File: src/rtl/fetch_unit.sv
// Instruction-fetch stage: owns the PC, drives the 1-cycle instruction BRAM and
// presents {pc, inst, valid} to decode, holding them in a skid register under stall.
module fetch_unit #(
  parameter int          INST_SIZE = 10,
  parameter logic [31:0] RESET_PC  = 32'h0
) (
  input  logic                 clk,
  input  logic                 rstn,
  input  logic                 stall,
  input  logic                 redirect,
  input  logic [31:0]          redirect_pc,
  input  logic                 halt,
  output logic [INST_SIZE-1:0] imem_addr,
  output logic                 imem_en,
  input  logic [31:0]          imem_rdata,
  output logic [31:0]          pc,
  output logic [31:0]          inst,
  output logic                 valid
);

  typedef enum logic [1:0] {BOOT, RUN, STALL, HALT} state_t;

  state_t      state, state_nx;
  logic [31:0] fetch_pc, fetch_pc_nx;
  logic [31:0] req_pc, req_pc_nx;
  logic        req_valid, req_valid_nx;
  logic [31:0] hold_pc, hold_pc_nx;
  logic [31:0] hold_inst, hold_inst_nx;
  logic        hold_valid, hold_valid_nx;

  logic        issue;
  logic [31:0] issue_pc;
  logic [31:0] target_pc;
  logic        pres_valid;
  logic [31:0] pres_pc;
  logic [31:0] pres_inst;

  always_ff @(posedge clk or negedge rstn) begin
    if (!rstn) begin
      state      <= BOOT;
      fetch_pc   <= RESET_PC;
      req_pc     <= RESET_PC;
      req_valid  <= 1'b0;
      hold_pc    <= 32'h0;
      hold_inst  <= 32'h0;
      hold_valid <= 1'b0;
    end else begin
      state      <= state_nx;
      fetch_pc   <= fetch_pc_nx;
      req_pc     <= req_pc_nx;
      req_valid  <= req_valid_nx;
      hold_pc    <= hold_pc_nx;
      hold_inst  <= hold_inst_nx;
      hold_valid <= hold_valid_nx;
    end
  end

  always_comb begin
    target_pc     = redirect_pc & 32'hFFFF_FFFC;
    state_nx      = state;
    fetch_pc_nx   = fetch_pc;
    req_pc_nx     = req_pc;
    req_valid_nx  = req_valid;
    hold_pc_nx    = hold_pc;
    hold_inst_nx  = hold_inst;
    hold_valid_nx = hold_valid;
    issue         = 1'b0;
    issue_pc      = fetch_pc;
    pres_valid    = 1'b0;
    pres_pc       = req_pc;
    pres_inst     = imem_rdata;

    case (state)
      BOOT: begin
        issue    = 1'b1;
        state_nx = RUN;
        if (redirect) issue_pc = target_pc;
      end

      RUN: begin
        pres_valid = req_valid;
        if (redirect) begin
          pres_valid = 1'b0;
          issue      = 1'b1;
          issue_pc   = target_pc;
        end else if (stall) begin
          hold_pc_nx    = req_pc;
          hold_inst_nx  = req_valid ? imem_rdata : 32'h0;
          hold_valid_nx = req_valid;
          state_nx      = STALL;
        end else if (halt && req_valid) begin
          state_nx = HALT;
        end else begin
          issue = 1'b1;
        end
      end

      STALL: begin
        pres_valid = hold_valid;
        pres_pc    = hold_pc;
        pres_inst  = hold_inst;
        if (redirect) begin
          // The held instruction is squashed and the skid register emptied.
          pres_valid    = 1'b0;
          hold_valid_nx = 1'b0;
          issue         = 1'b1;
          issue_pc      = target_pc;
          state_nx      = RUN;
        end else if (!stall) begin
          // Held instruction is consumed this cycle while the next fetch goes out.
          if (halt && hold_valid) begin
            state_nx = HALT;
          end else begin
            issue    = 1'b1;
            state_nx = RUN;
          end
          hold_valid_nx = 1'b0;
        end
      end

      HALT: begin
        pres_valid = 1'b0;
      end

      default: begin
        state_nx = BOOT;
      end
    endcase

    if (issue) begin
      fetch_pc_nx  = issue_pc + 32'd4;
      req_pc_nx    = issue_pc;
      req_valid_nx = 1'b1;
      state_nx     = RUN;
    end
  end

  // Reset must silence the BRAM immediately even though BOOT would otherwise issue.
  assign imem_en   = issue & rstn;
  assign imem_addr = issue_pc[INST_SIZE+1:2];
  assign valid     = pres_valid;
  assign inst      = pres_valid ? pres_inst : 32'h0;
  assign pc        = pres_pc;

endmodule

File: config.mk
export PLATFORM = sky130hd
export DESIGN_NAME = fetch_unit
export DESIGN_NICKNAME = d
export VERILOG_FILES = /design/src/rtl/fetch_unit.sv
export SDC_FILE = /design/constraint.sdc
export NUM_CORES = 1
export LEC_CHECK = 0
export ABC_AREA = 1
export BUFFER_PORTS_ARGS = -buffer_cell sky130_fd_sc_hd__clkbuf_2
export CORE_ASPECT_RATIO = 0.5
export CORE_MARGIN = 2
export CORE_UTILIZATION = 35
export DETAILED_ROUTE_END_ITERATION = 10
export PLACE_DENSITY = 0.63
export SLEW_MARGIN = 20
export SYNTH_ARGS = -nofsm -noshare
export SYNTH_HDL_FRONTEND = slang
export SYNTH_SLANG_ARGS = --single-unit
File: constraint.sdc
create_clock -name clk -period 4.23 [get_ports clk]
set_input_delay 0.423 -clock clk [delete_from_list [all_inputs] [get_ports clk]]
set_output_delay 0.423 -clock clk [all_outputs]
set_load 0.005 [all_outputs]
==> results.ini <==
[status]
status = completed

[routing]
final_antenna_net_count = 0
drt-total-wl_um = 18500
drt-initial-drc-count = 491
remaining_drc_errors = 0
vias_per_cell = 4.86
wl_per_cell_um = 14.2
vias = 6327
first_pass_iters = 5

[setup_path]
reg2reg_depth = 14
critPathLaunch = state[0]
worst-path-buf-inv = 5
cp_top_family = buffers and inverters
path_common_cell = buf_4
cp-end-kind = output pin
arrival_ns = 2.76
required_ns = 3.81
cp_max_fo = 95
criticalPathCategory = register to output pin
start_kind = register
cp-endpoint = inst[28]
r2r_setup_slack_ns = 1.19
cp_num_cells = 8
r2r_start = state[0]
cpPeakStageDelay_ns = 0.71
crit_chain = inv_1, ha_2, buf_4, clkinv_1, buf_4, nand2_1, a21oi_1, clkbuf_2
crit_slowest_cell = buf_4
timing.rr.end = fetch_pc[26]

[timing]
tightest_slew_ns = 0.893
setup_tns_ns = 0
setup_viol = 0
rsz0062_at_grt = false
finalCritPeriodShare_pct = 75.2
finClkSkew_ns = 0.0104
final_hold_viol_count = 0
final_max_slew_viol_count = 0
fmax_mhz = 314
slew_headroom_pct = 40.5
whs_ns = 0.0388
period_minus_slack_ns = 3.18

[cts]
numClockSinks = 126
hold_buffers = 0
cts_tree = yes
htreeDepth = 4
cts_buffers = 17
clk_transition_reported_paths_ns = 0.06
clkLatencyLatePin_ns = 0.42
cts_setup_buffers = 0
cts-resized-gates = 0
root_buffer = clkbuf_16
clockBufferDepth = 2

[synth]
synth_top_family_by_area = simple AND/OR/NAND/NOR gates
ys_warn_count = 0
synthAdderAreaFrac_pct = 1.09
ys_ff_latch = 126
ys_top_cells_by_area = dfrtp_1 (46%), nand2_1 (17%), o21ai_0 (7.0%)
yosysUniqueCellTypes = 34
yosys.area.top_type_share_pct = 45.7
synth_compound_area_share_pct = 16.5
synth.avg_cell_area_um2 = 7.50
synth_xor_area_share_pct = 0.762
seq_area_frac_synth_pct = 45.7
netlist_area_mm2 = 0.00690
yosys.area.top_type = dfrtp_1
syn_inst = 920
synthMuxAreaShare_pct = 0
synth_simple_gate_area_share_pct = 26.5

[layout]
area_growth_syn_to_layout_pct = 20.2
layout_common_cells = nand2_1 (317), clkbuf_2 (139), dfrtp_1 (126), o21ai_0 (96), inv_1 (71)
diodes = 0
drive_gt1_share_pct = 19.9
nNetsFinal = 1097
final_common_cell = nand2_1
final.fill_count = 1945

[pwr]
power_density_mw_per_mm2 = 711
ir_drop_mv = 0.364
p_leak_nw = 4.08

[die]
ios = 145
core.rowCount = 36
start_util_pct = 35.6
dieHeight_um = 103
die_width_um = 203
core_area_mm2 = 0.0194
die-area_mm2 = 0.0209

[grt]
grt_pass1_wl_um = 29600
grt_use_total_pct = 18.0
antenna_found_initial = 0
gr-total-overflow = 0
grt_pass1_vias = 5774
grt_max_degree = 96

[place]
port_buffers = 140
gp_congestion = 0.852
dp_hpwl_um = 12600

[flow_run]
max_cap_viol_count = 0

[min_path]
min_path_type = primary input to async pin

-- routing by layer --
layer  wire (µm)  GRT usage (%)  vias to the layer above
met1        9240           24.8                     2971
met4         207           5.17                        0
li1            -              -                     3197
met5           0              0                        -
met2        8200           28.8                      146
met3         881           4.04                       13
-- cell type report --
type / instances / area [µm²] / share of cell area, %
inverters: 77 / 289 / 3.49
multi-input cells: 651 / 3120 / 37.6
clock inverters: 12 / 160 / 1.93
clock buffers: 20 / 457 / 5.51
well taps: 266 / 333 / 4.01
repair buffers: 149 / 783 / 9.45
flip-flops and latches: 126 / 3150 / 38.0
-- logic make-up (layout without fill, tap and decap cells) --
group,after synthesis,after routing
buffers and inverters,144,258
other,1,2
and+or+nand+nor,446,446
AOI/OAI and AO/OA,191,191
adders and majority gates,6,6
DFF,126,126
xor gates and xnor gates,6,6
-- worst min path at each step --
stage | to | cells past startpoint
6_report | fetch_pc[6] | 1
5_1_grt | fetch_pc[7] | 1
4_1_cts | fetch_pc[6] | 1
3_5_place_dp | fetch_pc[17] | 2
3_3_place_gp | fetch_pc[17] | 2
2_1_floorplan | fetch_pc[10] | 0
-- registers in the layout (all words and copies together) (netlist names) --
name,flops
hold_inst,32
fetch_pc,30
req_valid,1
req_pc,30
hold_pc,30
state,2
hold_valid,1
-- cell usage after synthesis --
cell type and instances:
dfrtp_1 126, inv_1 71, conb_1 1, clkbuf_1 36
o21ai_0 96, o21bai_1 2, buf_2 10, nor2_1 49
nand2_4 1, o31ai_1 1, clkinv_1 1, buf_6 5
o21ai_1 1, o211ai_1 5, a31oi_1 2, buf_1 1
or2_2 2, ha_1 6, nand3_2 2, inv_2 5
nand3_1 53, nor2_2 8, nor3_2 2, nand2_1 319
nand2_2 2, a21oi_1 51, buf_4 15, xor2_1 6
and2_1 1, nand4_1 4, nor3_1 2, nor2_4 1
a32o_1 32, o21a_1 1
-- where the power goes --
group | switching, W | total (W) | internal, W
combinational | 0.00152 | 0.00234 | 0.000818
sequential | 0.000252 | 0.00203 | 0.00177
clock | 0.000562 | 0.00152 | 0.000962
-- per-stage QoR --
step / setup WS [ns] / cell area [µm²] / util (%) / cells / total power (W)
6_report: 1.05 / 8290 / 42.8 / 1301 / 0.00589
5_1_grt: 0.793 / 8290 / 42.8 / 1301 / 0.00638
4_1_cts: 1.04 / 8290 / 42.8 / 1301 / 0.00594
3_5_place_dp: 1.19 / 7670 / 39.6 / 1269 / 0.00440
3_3_place_gp: 1.21 / 7670 / 39.6 / 1269 / 0.00432
2_1_floorplan: 2.04 / 6900 / - / 921 / 0.00365
No activity file was read; power rests on OpenSTA's default activity.
